### src/rtl/key_schedule_pkg.sv
// Shared types and helpers for the round-key schedule generator.
// Used by key_schedule_gen and rk_store.
package key_schedule_pkg;

    // Schedule controller states.
    typedef enum logic [2:0] {
        IDLE = 3'd0,
        LOAD = 3'd1,
        SEND = 3'd2,
        RECV = 3'd3,
        DONE = 3'd4
    } ks_state_e;

    // Widest engine block the slice helper can take.
    localparam int SLICE_MAX_W = 256;

    // Index width for a counter over n items.
    // Always at least 1 bit, so a single-item range still has a usable counter.
    function automatic int idx_w(input int n);
        return (n > 1) ? $clog2(n) : 1;
    endfunction

    // Moves the rk_w most significant bits of a block_w-bit word down to bit 0.
    function automatic logic [SLICE_MAX_W-1:0] msb_slice(
        input logic [SLICE_MAX_W-1:0] data,
        input int                     block_w,
        input int                     rk_w
    );
        return data >> (block_w - rk_w);
    endfunction

endpackage

### src/rtl/key_schedule_gen_rk_store.sv
// Round-key register file: ROUND_NUM entries of RK_WIDTH bits.
// One write port that either overwrites or XOR-accumulates.
// One combinational read port that returns 0 for an out-of-range address.
module rk_store #(
    parameter int ROUND_NUM = 32,
    parameter int RK_WIDTH  = 48,
    parameter int ADDR_W    = 5
) (
    input  logic                clk,
    input  logic                rst,
    input  logic                clear,
    input  logic                we,
    input  logic [ADDR_W-1:0]   waddr,
    input  logic [RK_WIDTH-1:0] wdata,
    input  logic                acc,
    input  logic [ADDR_W-1:0]   raddr,
    output logic [RK_WIDTH-1:0] rdata
);

    logic [RK_WIDTH-1:0] mem [ROUND_NUM];

    // Wipe on reset or clear.
    // Otherwise write or accumulate into the addressed entry.
    always_ff @(posedge clk) begin
        if (!rst || clear) begin
            for (int i = 0; i < ROUND_NUM; i++) begin
                mem[i] <= '0;
            end
        end else if (we && (int'(waddr) < ROUND_NUM)) begin
            mem[waddr] <= acc ? (mem[waddr] ^ wdata) : wdata;
        end
    end

    // Read with a range check.
    // Needed when ROUND_NUM is not a power of two.
    always_comb begin
        rdata = '0;
        if (int'(raddr) < ROUND_NUM) begin
            rdata = mem[raddr];
        end
    end

endmodule

### src/rtl/key_schedule_gen.sv
// Round-key schedule generator.
// Chains an external block-cipher engine over the key slices using
// AXI4-Stream, and XOR-folds the result MSBs into the round-key store.
// Optional feature macro KEY_SCHEDULE_ZEROIZE_EN adds a zeroize input.
// Zeroize returns the block to IDLE and wipes the store and the block register.
module key_schedule_gen
    import key_schedule_pkg::*;
#(
    parameter int ROUND_NUM  = 32,
    parameter int BLOCK_SIZE = 64,
    parameter int KEY_PARTS  = 2,
    parameter int RK_WIDTH   = 48
) (
    input  logic                            clk,
    input  logic                            rst,
`ifdef KEY_SCHEDULE_ZEROIZE_EN
    input  logic                            zeroize,
`endif
    input  logic [KEY_PARTS*BLOCK_SIZE-1:0] key,
    input  logic                            start,
    output logic                            busy,
    output logic                            key_ready,
    output logic [BLOCK_SIZE-1:0]           m_axis_tdata,
    output logic                            m_axis_tvalid,
    input  logic                            m_axis_tready,
    input  logic [BLOCK_SIZE-1:0]           s_axis_tdata,
    input  logic                            s_axis_tvalid,
    output logic                            s_axis_tready,
    input  logic [$clog2(ROUND_NUM)-1:0]    rk_addr,
    output logic [RK_WIDTH-1:0]             rk_data
);

    localparam int RND_W  = idx_w(ROUND_NUM);
    localparam int PART_W = idx_w(KEY_PARTS);
    localparam logic [RND_W-1:0]  LAST_ROUND = RND_W'(ROUND_NUM - 1);
    localparam logic [PART_W-1:0] LAST_PART  = PART_W'(KEY_PARTS - 1);

    ks_state_e                     state, state_n;
    logic [KEY_PARTS*BLOCK_SIZE-1:0] key_q;
    logic [BLOCK_SIZE-1:0]         block;
    logic [RND_W-1:0]              round;
    logic [PART_W-1:0]             part;
    logic [BLOCK_SIZE-1:0]         part_slice;
    logic [RK_WIDTH-1:0]           rk_slice;
    logic [RK_WIDTH-1:0]           rk_raw;
    logic                          wipe;
    logic                          accept_start;
    logic                          recv_fire;
    logic                          last_round;
    logic                          last_part;

`ifdef KEY_SCHEDULE_ZEROIZE_EN
    assign wipe = zeroize;
`else
    assign wipe = 1'b0;
`endif

    assign last_round   = (round == LAST_ROUND);
    assign last_part    = (part == LAST_PART);
    assign accept_start = start && !wipe && ((state == IDLE) || (state == DONE));
    assign recv_fire    = (state == RECV) && s_axis_tvalid;
    assign rk_slice     = RK_WIDTH'(msb_slice(SLICE_MAX_W'(s_axis_tdata), BLOCK_SIZE, RK_WIDTH));
    assign m_axis_tdata = block;
    assign rk_data      = key_ready ? rk_raw : '0;

    // Select key slice `part`; part 0 is the most significant slice.
    always_comb begin
        part_slice = '0;
        for (int i = 0; i < KEY_PARTS; i++) begin
            if (part == PART_W'(i)) begin
                part_slice = key_q[(KEY_PARTS-1-i)*BLOCK_SIZE +: BLOCK_SIZE];
            end
        end
    end

    // State register.
    always_ff @(posedge clk) begin
        if (!rst) begin
            state <= IDLE;
        end else begin
            state <= state_n;
        end
    end

    // Next-state logic and Moore outputs.
    // Wipe overrides everything else.
    always_comb begin
        state_n       = state;
        busy          = 1'b0;
        key_ready     = 1'b0;
        m_axis_tvalid = 1'b0;
        s_axis_tready = 1'b0;
        case (state)
            IDLE: begin
                if (start) state_n = LOAD;
            end
            LOAD: begin
                busy    = 1'b1;
                state_n = SEND;
            end
            SEND: begin
                busy          = 1'b1;
                m_axis_tvalid = 1'b1;
                if (m_axis_tready) state_n = RECV;
            end
            RECV: begin
                busy          = 1'b1;
                s_axis_tready = 1'b1;
                if (s_axis_tvalid) begin
                    if (!last_round)     state_n = SEND;
                    else if (!last_part) state_n = LOAD;
                    else                 state_n = DONE;
                end
            end
            DONE: begin
                key_ready = 1'b1;
                if (start) state_n = LOAD;
            end
            default: state_n = IDLE;
        endcase
        if (wipe) state_n = IDLE;
    end

    // Key latch, block register and round/part counters.
    // The counters stop at their last value; the FSM leaves before they would wrap.
    always_ff @(posedge clk) begin
        if (!rst || wipe) begin
            key_q <= '0;
            block <= '0;
            round <= '0;
            part  <= '0;
        end else begin
            if (accept_start) begin
                key_q <= key;
                round <= '0;
                part  <= '0;
            end
            if (state == LOAD) begin
                block <= part_slice;
                round <= '0;
            end
            if (recv_fire) begin
                block <= s_axis_tdata;
                if (!last_round) begin
                    round <= round + 1'b1;
                end else if (!last_part) begin
                    part <= part + 1'b1;
                end
            end
        end
    end

    rk_store #(
        .ROUND_NUM (ROUND_NUM),
        .RK_WIDTH  (RK_WIDTH),
        .ADDR_W    (RND_W)
    ) u_rk_store (
        .clk   (clk),
        .rst   (rst),
        .clear (wipe),
        .we    (recv_fire),
        .waddr (round),
        .wdata (rk_slice),
        .acc   (part != '0),
        .raddr (rk_addr),
        .rdata (rk_raw)
    );

endmodule

### config.mk
export PLATFORM = sky130hd
export DESIGN_NAME = key_schedule_gen
export DESIGN_NICKNAME = d
export VERILOG_FILES = /design/src/rtl/key_schedule_pkg.sv /design/src/rtl/key_schedule_gen_rk_store.sv /design/src/rtl/key_schedule_gen.sv
export SDC_FILE = /design/constraint.sdc
export NUM_CORES = 2
export LEC_CHECK = 0
export BUFFER_PORTS_ARGS = -buffer_cell sky130_fd_sc_hd__buf_4
export CORE_MARGIN = 2
export CORE_UTILIZATION = 35
export DETAILED_ROUTE_END_ITERATION = 10
export GPL_TIMING_DRIVEN = 0
export SLEW_MARGIN = 20
export SYNTH_ARGS = -nofsm -noshare
export SYNTH_HDL_FRONTEND = slang
export SYNTH_SLANG_ARGS = --single-unit
### constraint.sdc
create_clock -name clk -period 7.9 [get_ports clk]
set_clock_uncertainty 0.15 [all_clocks]
set_input_delay 0.79 -clock clk [delete_from_list [all_inputs] [get_ports clk]]
set_output_delay 0.79 -clock clk [all_outputs]
set_load 0.05 [all_outputs]
==> summary.md <==
| Metric | Value |
|---|---|
| Status | finished clean |
| Avg WL per Cell | 34.6 um |
| Nets | 7476 |
| Share of flip-flops with an asynchronous set or reset after synthesis | 0% |
| Pleak | 0.0334 uW |
| Synth top cells by count | 1608 x nor2_1, 1536 x edfxtp_1, 833 x mux2i_1 |
| Clock Sinks | 1737 |
| Unrepaired setup endpoints after global routing | false |
| Mapped Nets | 6933 |
| WP data required | 8.30 ns |
| CTS root buf | clkbuf_16 |
| Flops & latches, synth | 1737 |
| Register area share after synthesis | 57.6% |
| Rel. slew slack | 12.8% |
| Max stage delay cell, worst path | clkbuf_1 |
| Final design utilization | 40.6% |
| Unique masters post-synth | 41 |
| # port buffers | 313 |
| Synth area leaders | edfxtp_1 53%, mux4_2 12%, mux2i_1 9.6%, nor2_1 6.9%, dfxtp_1 4.6% |
| GRT Util Overall | 28.8% |
| Placed Area | 0.0946 mm^2 |
| Die W | 503 um |
| Post-CTS Hold Fix Bufs | 4 |
| Synth area leader | edfxtp_1 |
| Post-route insts no fill | 10800 |
| CP Data Arrival Time | 6.75 ns |
| Drt total wl | 372000 um |
| VDD IR max | 262 uV |
| CP Cell Sequence | buf_2 -> buf_2 -> clkbuf_1 -> buf_6 -> inv_1 -> ha_1 -> and3_1 -> clkbuf_1 -> nand2_1 -> clkbuf_1 -> clkbuf_1 -> nand2_4 -> buf_12 |
| F_max | 158 MHz |
| First-pass GRT wire length | 503000 um |
| CP Capture Type | register |
| Hold WC Path Type | input port to register |
| HPWL after detailed placement | 277000 um |
| Worst-path clk slew | 0.06 ns |
| Core area | 0.248 mm^2 |
| Antenna-violating nets left | 0 |
| Vias in the first global route | 64300 |
| Num CTS Buffers | 185 |
| Syn Std Cell Area | 0.0870 mm^2 |
| DR iter-0 viols | 10800 |
| Crit path largest cell delay | 0.98 ns |
| Syn avg cell area | 12.9 um^2 |
| CTS tree | built |
| Post-CTS setup buffers | 0 |
| Post-Place Cells | 10400 |
| Most frequent cell after synthesis | nor2_1 |
| Fin area | 0.101 mm^2 |
| Ys flop type | edfxtp_1 |
| Die height | 503 um |
| Vias per cell | 6.08 |
| Setup violators final | 0 |
| Crit-path max FO | 26 |
| I/O pin total | 318 |
| Cts repair resizes | 0 |
| Tmin final | 6.35 ns |
| Slew Limit Fails | 0 |
| Skew-Pair Late Insertion Delay | 0.88 ns |
| H-tree levels | 4 |
| Worst Tran Pin Value | 1.31 ns |
| Clk buf depth | 3 |
| Top Layer Used | met5 |
| Share of cells above drive strength 1 | 20.4% |
| Std-Cell Rows | 183 |
| Max-Cap Viols | 0 |
| Synth top area share | 53.0% |
| Met3 routed WL | 54100 um |
| CP Launch Type | register |
| Crit-path most repeated cell | clkbuf_1 |
| Initial antenna violation count | 23 |
| Wl on met1 | 131000 um |
| Vias | 65400 |
| Number of synthesized flops with an enable pin | 1536 |
| Die ar. | 0.253 mm^2 |
| WS Path Type | register to register |
| PwrDens | 216 mW/mm^2 |
| Starting Density | 35.1% |
| Post-Syn Instances | 6726 |
| WL met2 | 165000 um |
| Grt ovf | 0 |
| Area Overhead vs Synth | 15.7% |
| Largest net degree at the start of global routing | 33 |
| WP buf/inv | 9 |
| Drt pass-1 iters | 8 |
| CP delay by family, top | buffers and inverters |
| Final hold vios | 0 |
| Part of the cycle the worst path needs | 80.3% |
| Post-route DRC violation count | 0 |
| Warnings from Yosys | 0 |
| Final Wtd Congestion | 0.979 |
area by class of cell:
class / instances / area (um^2)
inverters: 99 / 372
clock buffers: 241 / 5050
plain buffers: 690 / 3400
repair buffers: 356 / 3190
fillers: 23300 / 147000
diodes: 8 / 20.0
clock inverters: 94 / 911
multi-input cells: 4200 / 33400
well taps: 3330 / 4170
flip-flops and latches: 1737 / 50100
through the flow:
step                hold WS (ns)  total power, uW  setup TNS, ns  setup WS, ns
finish                    0.0330            21800              0          1.55
global route              0.0316            22200              0          1.73
CTS                    0.0000475            21700              0          1.40
detailed placement         0.306            13100              0          1.42
global placement           0.300            13000        -319.70        -0.896
floorplan                  0.293            12100              0          3.82
worst paths after layout:
| check | slack (ns) | endpoint | start | cells past startpoint |
|---|---|---|---|---|
| setup / recovery | 1.55 | u_rk_store.mem[2][24]$_SDFFCE_PN0P_ | round[0]$_SDFF_PN0_ | 13 |
| hold / removal | 0.03 | key_q[110]$_SDFFE_PN0P_ | key[110] | 3 |
| setup reg to reg | 1.55 | u_rk_store.mem[2][24]$_SDFFCE_PN0P_ | round[0]$_SDFF_PN0_ | 13 |
| hold reg to reg | 0.31 | key_q[118]$_SDFFE_PN0P_ | key_q[118]$_SDFFE_PN0P_ | 2 |
layout by cell type (no fill, tap or decap), drive strengths merged, types with 2 or more instances in the layout:
| master | n |
|---|---|
| a21boi | 133 |
| nand2b | 2 |
| clkinv | 73 |
| nand4 | 4 |
| or4 | 97 |
| nand2 | 324 |
| mux4 | 480 |
| nor3 | 3 |
| o22ai | 432 |
| nor2 | 1608 |
| or4b | 4 |
| diode | 8 |
| mux2i | 833 |
| nand4bb | 4 |
| dfxtp | 201 |
| nor3b | 3 |
| ha | 5 |
| or4bb | 2 |
| o21ai | 51 |
| bufinv | 14 |
| nor2b | 71 |
| buf | 681 |
| a221oi | 64 |
| edfxtp | 1536 |
| nand3 | 5 |
| a21oi | 3 |
| and3b | 2 |
| xor2 | 48 |
| and2 | 6 |
| and3 | 7 |
| clkbuf | 602 |
| nand4b | 4 |
| dlygate4sd3 | 4 |
| inv | 105 |
state kept, by name, summed over array words and instances (netlist names):
| name | count |
|---|---|
| last_part | 1 |
| m_axis_tdata | 64 |
| key_q | 128 |
| round | 5 |
| state | 3 |
| u_rk_store.mem | 1536 |
worst min-delay path, stage by stage:
cell and delay (ns):
buf_4 0.11, nand2_1 0.04, a21boi_0 0.06
cells by family (layout without fill, tap and decap cells):
kind of cell / Yosys count / count (layout) / share of synthesized area (%)
xor gates and xnor gates: 48 / 48 / 0.699
buffers and inverters: 789 / 1480 / 4.23
and+or+nand+nor: 2148 / 2148 / 10.1
DFF: 1737 / 1737 / 57.6
AOI/OAI and AO/OA: 686 / 686 / 5.27
muxes: 1313 / 1313 / 22.0
adders and majority gates: 5 / 5 / 0.0719
other: 0 / 8 / 0
layer usage:
metal | vias to the layer above | GRT usage, %
li1 | 26100 | -
met1 | 33100 | 35.6
met2 | 5136 | 44.5
met3 | 1041 | 10.2
met4 | 28 | 14.4
met5 | - | 0.343
where the power goes:
group / switching [uW] / total, uW / internal (uW)
clock: 3870 / 8830 / 4950
sequential: 228 / 10600 / 10400
combinational: 1460 / 2330 / 868
total: 5560 / 21800 / 16200
No activity file was read; power rests on OpenSTA's default activity.
